`src/rtl/meas_pkg.sv`:
```
// meas_pkg: shared types and constants for the measurement discriminator path
package meas_pkg;
  localparam int ACC_W = 32;
  localparam int N_MEAS_DEF = 5;
  localparam int MEAS_LATENCY = 2;
  typedef logic signed [ACC_W-1:0] acc_t;
  function automatic int meas_idx_w(input int n);
    return (n > 1) ? $clog2(n) : 1;
  endfunction
  localparam int MEAS_IDX_W = meas_idx_w(N_MEAS_DEF);
endpackage

```
`src/rtl/meas_sat_counter.sv`:
```
// meas_sat_counter: enabled up-counter that sticks at all-ones
module meas_sat_counter #(
  parameter int W = 16
) (
  input  logic         clk,
  input  logic         reset,
  input  logic         en,
  output logic [W-1:0] count
);
  // count enabled events, holding once every bit is set
  always_ff @(posedge clk)
    if (!reset) count <= '0;
    else if (en && !(&count)) count <= count + 1'b1;
endmodule

```
`src/rtl/meas_discriminator.sv`:
```
// meas_discriminator: thresholds time-multiplexed readout samples into per-channel meas bits
module meas_discriminator import meas_pkg::*; #(
  parameter int N_MEAS    = 5,
  parameter int ACC_WIDTH = 32,
  parameter int CNT_WIDTH = 16,
  localparam int IW       = meas_idx_w(N_MEAS)
) (
  input  logic                        clk,
  input  logic                        reset,
  input  logic signed [ACC_WIDTH-1:0] acc_data,
  input  logic        [IW-1:0]        acc_chan,
  input  logic                        acc_valid,
  input  logic                        thresh_wr_en,
  input  logic        [IW-1:0]        thresh_wr_addr,
  input  logic signed [ACC_WIDTH-1:0] thresh_wr_data,
  input  logic        [IW-1:0]        cnt_rd_addr,
  output logic        [CNT_WIDTH-1:0] cnt_rd_data,
  output logic        [N_MEAS-1:0]    meas,
  output logic        [N_MEAS-1:0]    meas_valid,
  output logic                        chan_err
);
  localparam logic [IW:0] NM = (IW+1)'(N_MEAS);
  logic signed [ACC_WIDTH-1:0] thresh [N_MEAS];
  logic signed [ACC_WIDTH-1:0] data_s1, thr_s1, thr_rd;
  logic        [IW-1:0]        chan_s1;
  logic                        valid_s1, bit_s1;
  logic        [N_MEAS-1:0]    hit;
  logic        [CNT_WIDTH-1:0] cnt [N_MEAS];
  logic        [CNT_WIDTH-1:0] cnt_rd;
  assign bit_s1 = data_s1 >= thr_s1;
  // decode channel selects as plain muxes so out-of-range indices read zero and hit nothing
  always_comb begin
    thr_rd = '0;
    cnt_rd = '0;
    hit    = '0;
    for (int i = 0; i < N_MEAS; i++) begin
      thr_rd = (acc_chan == IW'(i)) ? thresh[i] : thr_rd;
      cnt_rd = (cnt_rd_addr == IW'(i)) ? cnt[i] : cnt_rd;
      hit[i] = valid_s1 && chan_s1 == IW'(i);
    end
  end
  // threshold register file; a write lands after the same-cycle sample has read the old value
  always_ff @(posedge clk)
    for (int i = 0; i < N_MEAS; i++)
      if (!reset) thresh[i] <= '0;
      else if (thresh_wr_en && thresh_wr_addr == IW'(i)) thresh[i] <= thresh_wr_data;
  // stage 1: capture the sample together with its channel threshold
  always_ff @(posedge clk)
    if (!reset) begin
      valid_s1 <= 1'b0;
      data_s1  <= '0;
      chan_s1  <= '0;
      thr_s1   <= '0;
    end else begin
      valid_s1 <= acc_valid;
      data_s1  <= acc_data;
      chan_s1  <= acc_chan;
      thr_s1   <= thr_rd;
    end
  // stage 2: publish the discriminated bit, flag bad channels, register counter readback
  always_ff @(posedge clk)
    if (!reset) begin
      meas        <= '0;
      meas_valid  <= '0;
      chan_err    <= 1'b0;
      cnt_rd_data <= '0;
    end else begin
      meas        <= (meas & ~hit) | (hit & {N_MEAS{bit_s1}});
      meas_valid  <= hit;
      chan_err    <= chan_err | (valid_s1 && {1'b0, chan_s1} >= NM);
      cnt_rd_data <= cnt_rd;
    end
  for (genvar c = 0; c < N_MEAS; c++) begin : g_cnt
    meas_sat_counter #(.W(CNT_WIDTH)) u_cnt (
      .clk   (clk),
      .reset (reset),
      .en    (hit[c]),
      .count (cnt[c])
    );
  end
endmodule

```
`config.mk`:
```
export PLATFORM = sky130hd
export DESIGN_NAME = meas_discriminator
export DESIGN_NICKNAME = d
export VERILOG_FILES = /design/src/rtl/meas_pkg.sv /design/src/rtl/meas_sat_counter.sv /design/src/rtl/meas_discriminator.sv
export SDC_FILE = /design/constraint.sdc
export NUM_CORES = 1
export LEC_CHECK = 0
export ABC_AREA = 1
export CORE_AREA = 2 2 167 169
export CTS_BUF_LIST = sky130_fd_sc_hd__clkbuf_4 sky130_fd_sc_hd__clkbuf_8
export CTS_CLUSTER_SIZE = 20
export DETAILED_ROUTE_END_ITERATION = 7
export DIE_AREA = 0 0 169 171
export GPL_TIMING_DRIVEN = 0
export PLACE_DENSITY_LB_ADDON = 0.08
export SLEW_MARGIN = 20
export SYNTH_ARGS = -nofsm -noshare
export SYNTH_HDL_FRONTEND = slang
export SYNTH_SLANG_ARGS = --single-unit
export TNS_END_PERCENT = 1
```
`constraint.sdc`:
```
create_clock -name clk -period 5.29 [get_ports clk]
set_input_delay 1.3225 -clock clk [delete_from_list [all_inputs] [get_ports clk]]
set_output_delay 1.3225 -clock clk [all_outputs]
set_load 0.01 [all_outputs]
```
==> flow_summary.json <==
{
  "initial_utilization": 0.539,
  "ys_seq_elements": 335,
  "htree_levels": 2,
  "die_area_um2": 28900,
  "worstPathRequired_ps": 5700,
  "grt_pass1_vias": 11200,
  "p_sw_frac": 0.235,
  "ctsHoldBuffers": 0,
  "wl_per_cell_um": 16.3,
  "hold_path.startpoint": "g_cnt[0].u_cnt.count[15]",
  "hold_ws_ps": 467,
  "power.switching_uw": 1310,
  "synth_cell_type_count": 46,
  "ff2ff_setup_slack_ps": 3330,
  "grt_start_max_net_pins": 27,
  "drv_cap": 0,
  "finalHoldViolations": 0,
  "via_per_inst": 5.19,
  "layout_setup_ws_ps": 2310,
  "synth_cells": 1689,
  "slew-limit-headroom": 0.445,
  "synth_edf_count": 160,
  "antenna_found_initial": 0,
  "cts_resized": 0,
  "instances_no_fill": 2242,
  "arrival_ps": 3400,
  "leakage_uw": 0.00691,
  "cts_tree": "built",
  "synthArstFlopShare": 0,
  "cts.sinks": 335,
  "hold_path_class": "reg -> reg",
  "routed_wl_um": 36600,
  "crit_type": "in -> reg",
  "cts-root-buf": "clkbuf_8",
  "holdPathEnd": "g_cnt[0].u_cnt.count[15]",
  "powerDensity_nw_per_um2": 319,
  "synth-main-ff-cell": "dfxtp_1",
  "fin_crit_ps": 2980,
  "rsz0062_at_grt": "false",
  "syn_area_um2": 14700,
  "worst_skew_pair.late_latency_ps": 600,
  "post_cts_buffers": 0,
  "area_growth_pct": 18.3,
  "postRouteAntennaNets": 0,
  "rows": 61,
  "clkTransAtPathRegs_ps": 60,
  "die_x_um": 169,
  "grt-ovfl-total": 0,
  "dr.pass1.iters": 7,
  "clock_skew_ps": 32.3,
  "r2r_start": "thr_s1[31]",
  "startpoint_type": "input pin",
  "power_frac_seq": 0.516,
  "core_um2": 27300,
  "end_kind": "flop",
  "avgSynthCellArea_um2": 8.71,
  "yosys_warnings": 0,
  "ir_drop_uv": 198,
  "p_comb_frac": 0.071,
  "route.detailed.drc": 0,
  "place_inst": 2142,
  "post-place-ws_ps": 1720,
  "syn_nets": 1803,
  "fmax_mhz": 335,
  "clock_path_buffers": 3,
  "worstPathMaxFanout": 10,
  "io_buffer_count": 102,
  "dieHeight_um": 171,
  "grt_pass1_wl_um": 58300,
  "pwr-share-clk": 0.413,
  "dp_hpwl_um": 26900,
  "fin_nets": 1967,
  "setup-violations-final": 0,
  "hold_depth": 2,
  "routabilityCongestion": 0.927,
  "maxSlewViolCount": 0,
  "reg2regPathDepth": 11,
  "yosysSeqAreaShare": 0.565,
  "tightest_slew_ps": 833,
  "cts_buffers": 55,
  "tns_ps": 0,
  "p_int_uw": 4250,
  "drt_iter0_markers": 893,
  "fin_crit_sh": 0.564,
  "status": "complete, no violations",
  "io_pins": 104,
  "num_vias": 11600,
  "drive_above_1_share": 0.0881,
  "antenna_cells": 0,
  "grtUsageTotal": 0.258
}
worst max-delay path: stages:
cell and delay, ps:
clkdlybuf4s50_1 610, inv_1 140, nand3_1 260, clkbuf_1 540, o22ai_1 160, a21oi_1 180, a31oi_1 170
how the worst max path moves through the flow:
stage,startpoint,cells after the start,slack (ps),to
after floorplan,reset,4,2210,thresh[1][0]
after global placement,reset,4,1180,thresh[0][7]
after detailed placement,reset,5,1720,thresh[1][2]
after CTS,reset,5,2340,thresh[1][31]
after global routing,reset,5,2220,thresh[1][21]
final,acc_chan[2],7,2310,thr_s1[27]
cells in the mapped netlist, types with 8 or more instances:
library cell / instances / area [µm²]
nand4_1: 21 / 131
inv_1: 268 / 1010
o22ai_1: 43 / 269
dfxtp_1: 175 / 3500
clkbuf_1: 40 / 150
o21ai_0: 37 / 185
nand3_1: 43 / 215
edfxtp_1: 160 / 4800
nor2_1: 250 / 938
a21oi_1: 118 / 591
nor3_2: 8 / 80.1
o21ai_1: 11 / 55.1
xor2_1: 8 / 70.1
ha_1: 37 / 463
nor4_1: 10 / 62.6
buf_2: 9 / 45.0
inv_2: 15 / 56.3
nor2_2: 8 / 50.1
a31oi_1: 47 / 294
nand2_1: 292 / 1100
nor3_1: 32 / 160
metrics by stage:
stage	utilization	total power, µW	instance area, µm²
floorplan	-	3140	14700
global placement	0.592	3300	16200
detailed placement	0.596	3320	16300
CTS	0.637	5600	17400
global route	0.637	5800	17400
finish	0.637	5560	17400
sequential cells by signal (all words and copies together) (netlist names), named ones only:
signal,count
chan_s1,3
thr_s1,32
valid_s1,1
cnt_rd_data,16
thresh,160
data_s1,32
meas_valid,5
g_cnt.u_cnt.count,80
chan_err,1
area by class of cell:
type	count	area, µm²
Fill cell	2428	9910
Inverter	285	1070
Clock buffer	78	961
Buffer	56	229
Sequential cell	335	8310
Clock inverter	22	164
Timing Repair Buffer	107	1130
Tap cell	346	433
Multi-Input combinational cell	1013	5120
kinds of logic (layout without fill, tap and decap cells):
logic type	count (synthesis)	after routing	synth area share
DFF	335	335	0.565
xor gates and xnor gates	13	13	0.00774
buffers and inverters	341	548	0.0884
and+or+nand+nor	693	693	0.205
adders and majority gates	37	37	0.0315
AOI/OAI and AO/OA	270	270	0.102
routing by layer:
metal  track usage  routed length (µm)  share of wire  vias to the layer above
li1              -                   -              -                     5869
met1         0.333               15500           0.42                     5347
met2         0.449               18000           0.49                      367
met3        0.0400                2160          0.059                       60
met4        0.0836                 918          0.025                        0
met5             0                   0              0                        -
power by group through the flow:
stage | clock network (µW) | registers (µW) | logic (µW)
3_3_place_gp | 0 | 2920 | 372
5_1_grt | 2470 | 2880 | 444
6_report | 2300 | 2870 | 393
2_1_floorplan | 0 | 2920 | 222
4_1_cts | 2330 | 2870 | 396
3_5_place_dp | 0 | 2920 | 395
placed cells by master (no fill, tap or decap), types with 9 or more instances in the layout:
| cell type | n |
|---|---|
| a21oi_1 | 118 |
| a31oi_1 | 47 |
| buf_2 | 9 |
| clkbuf_1 | 40 |
| clkbuf_4 | 18 |
| clkbuf_8 | 60 |
| clkdlybuf4s50_1 | 102 |
| clkinv_1 | 10 |
| dfxtp_1 | 175 |
| edfxtp_1 | 160 |
| ha_1 | 37 |
| inv_1 | 268 |
| inv_2 | 15 |
| nand2_1 | 287 |
| nand2_2 | 10 |
| nand3_1 | 43 |
| nand4_1 | 21 |
| nor2_1 | 250 |
| nor3_1 | 32 |
| nor4_1 | 10 |
| o21ai_0 | 37 |
| o21ai_1 | 11 |
| o22ai_1 | 43 |
Note: power is estimated with default switching activity, not from simulation.
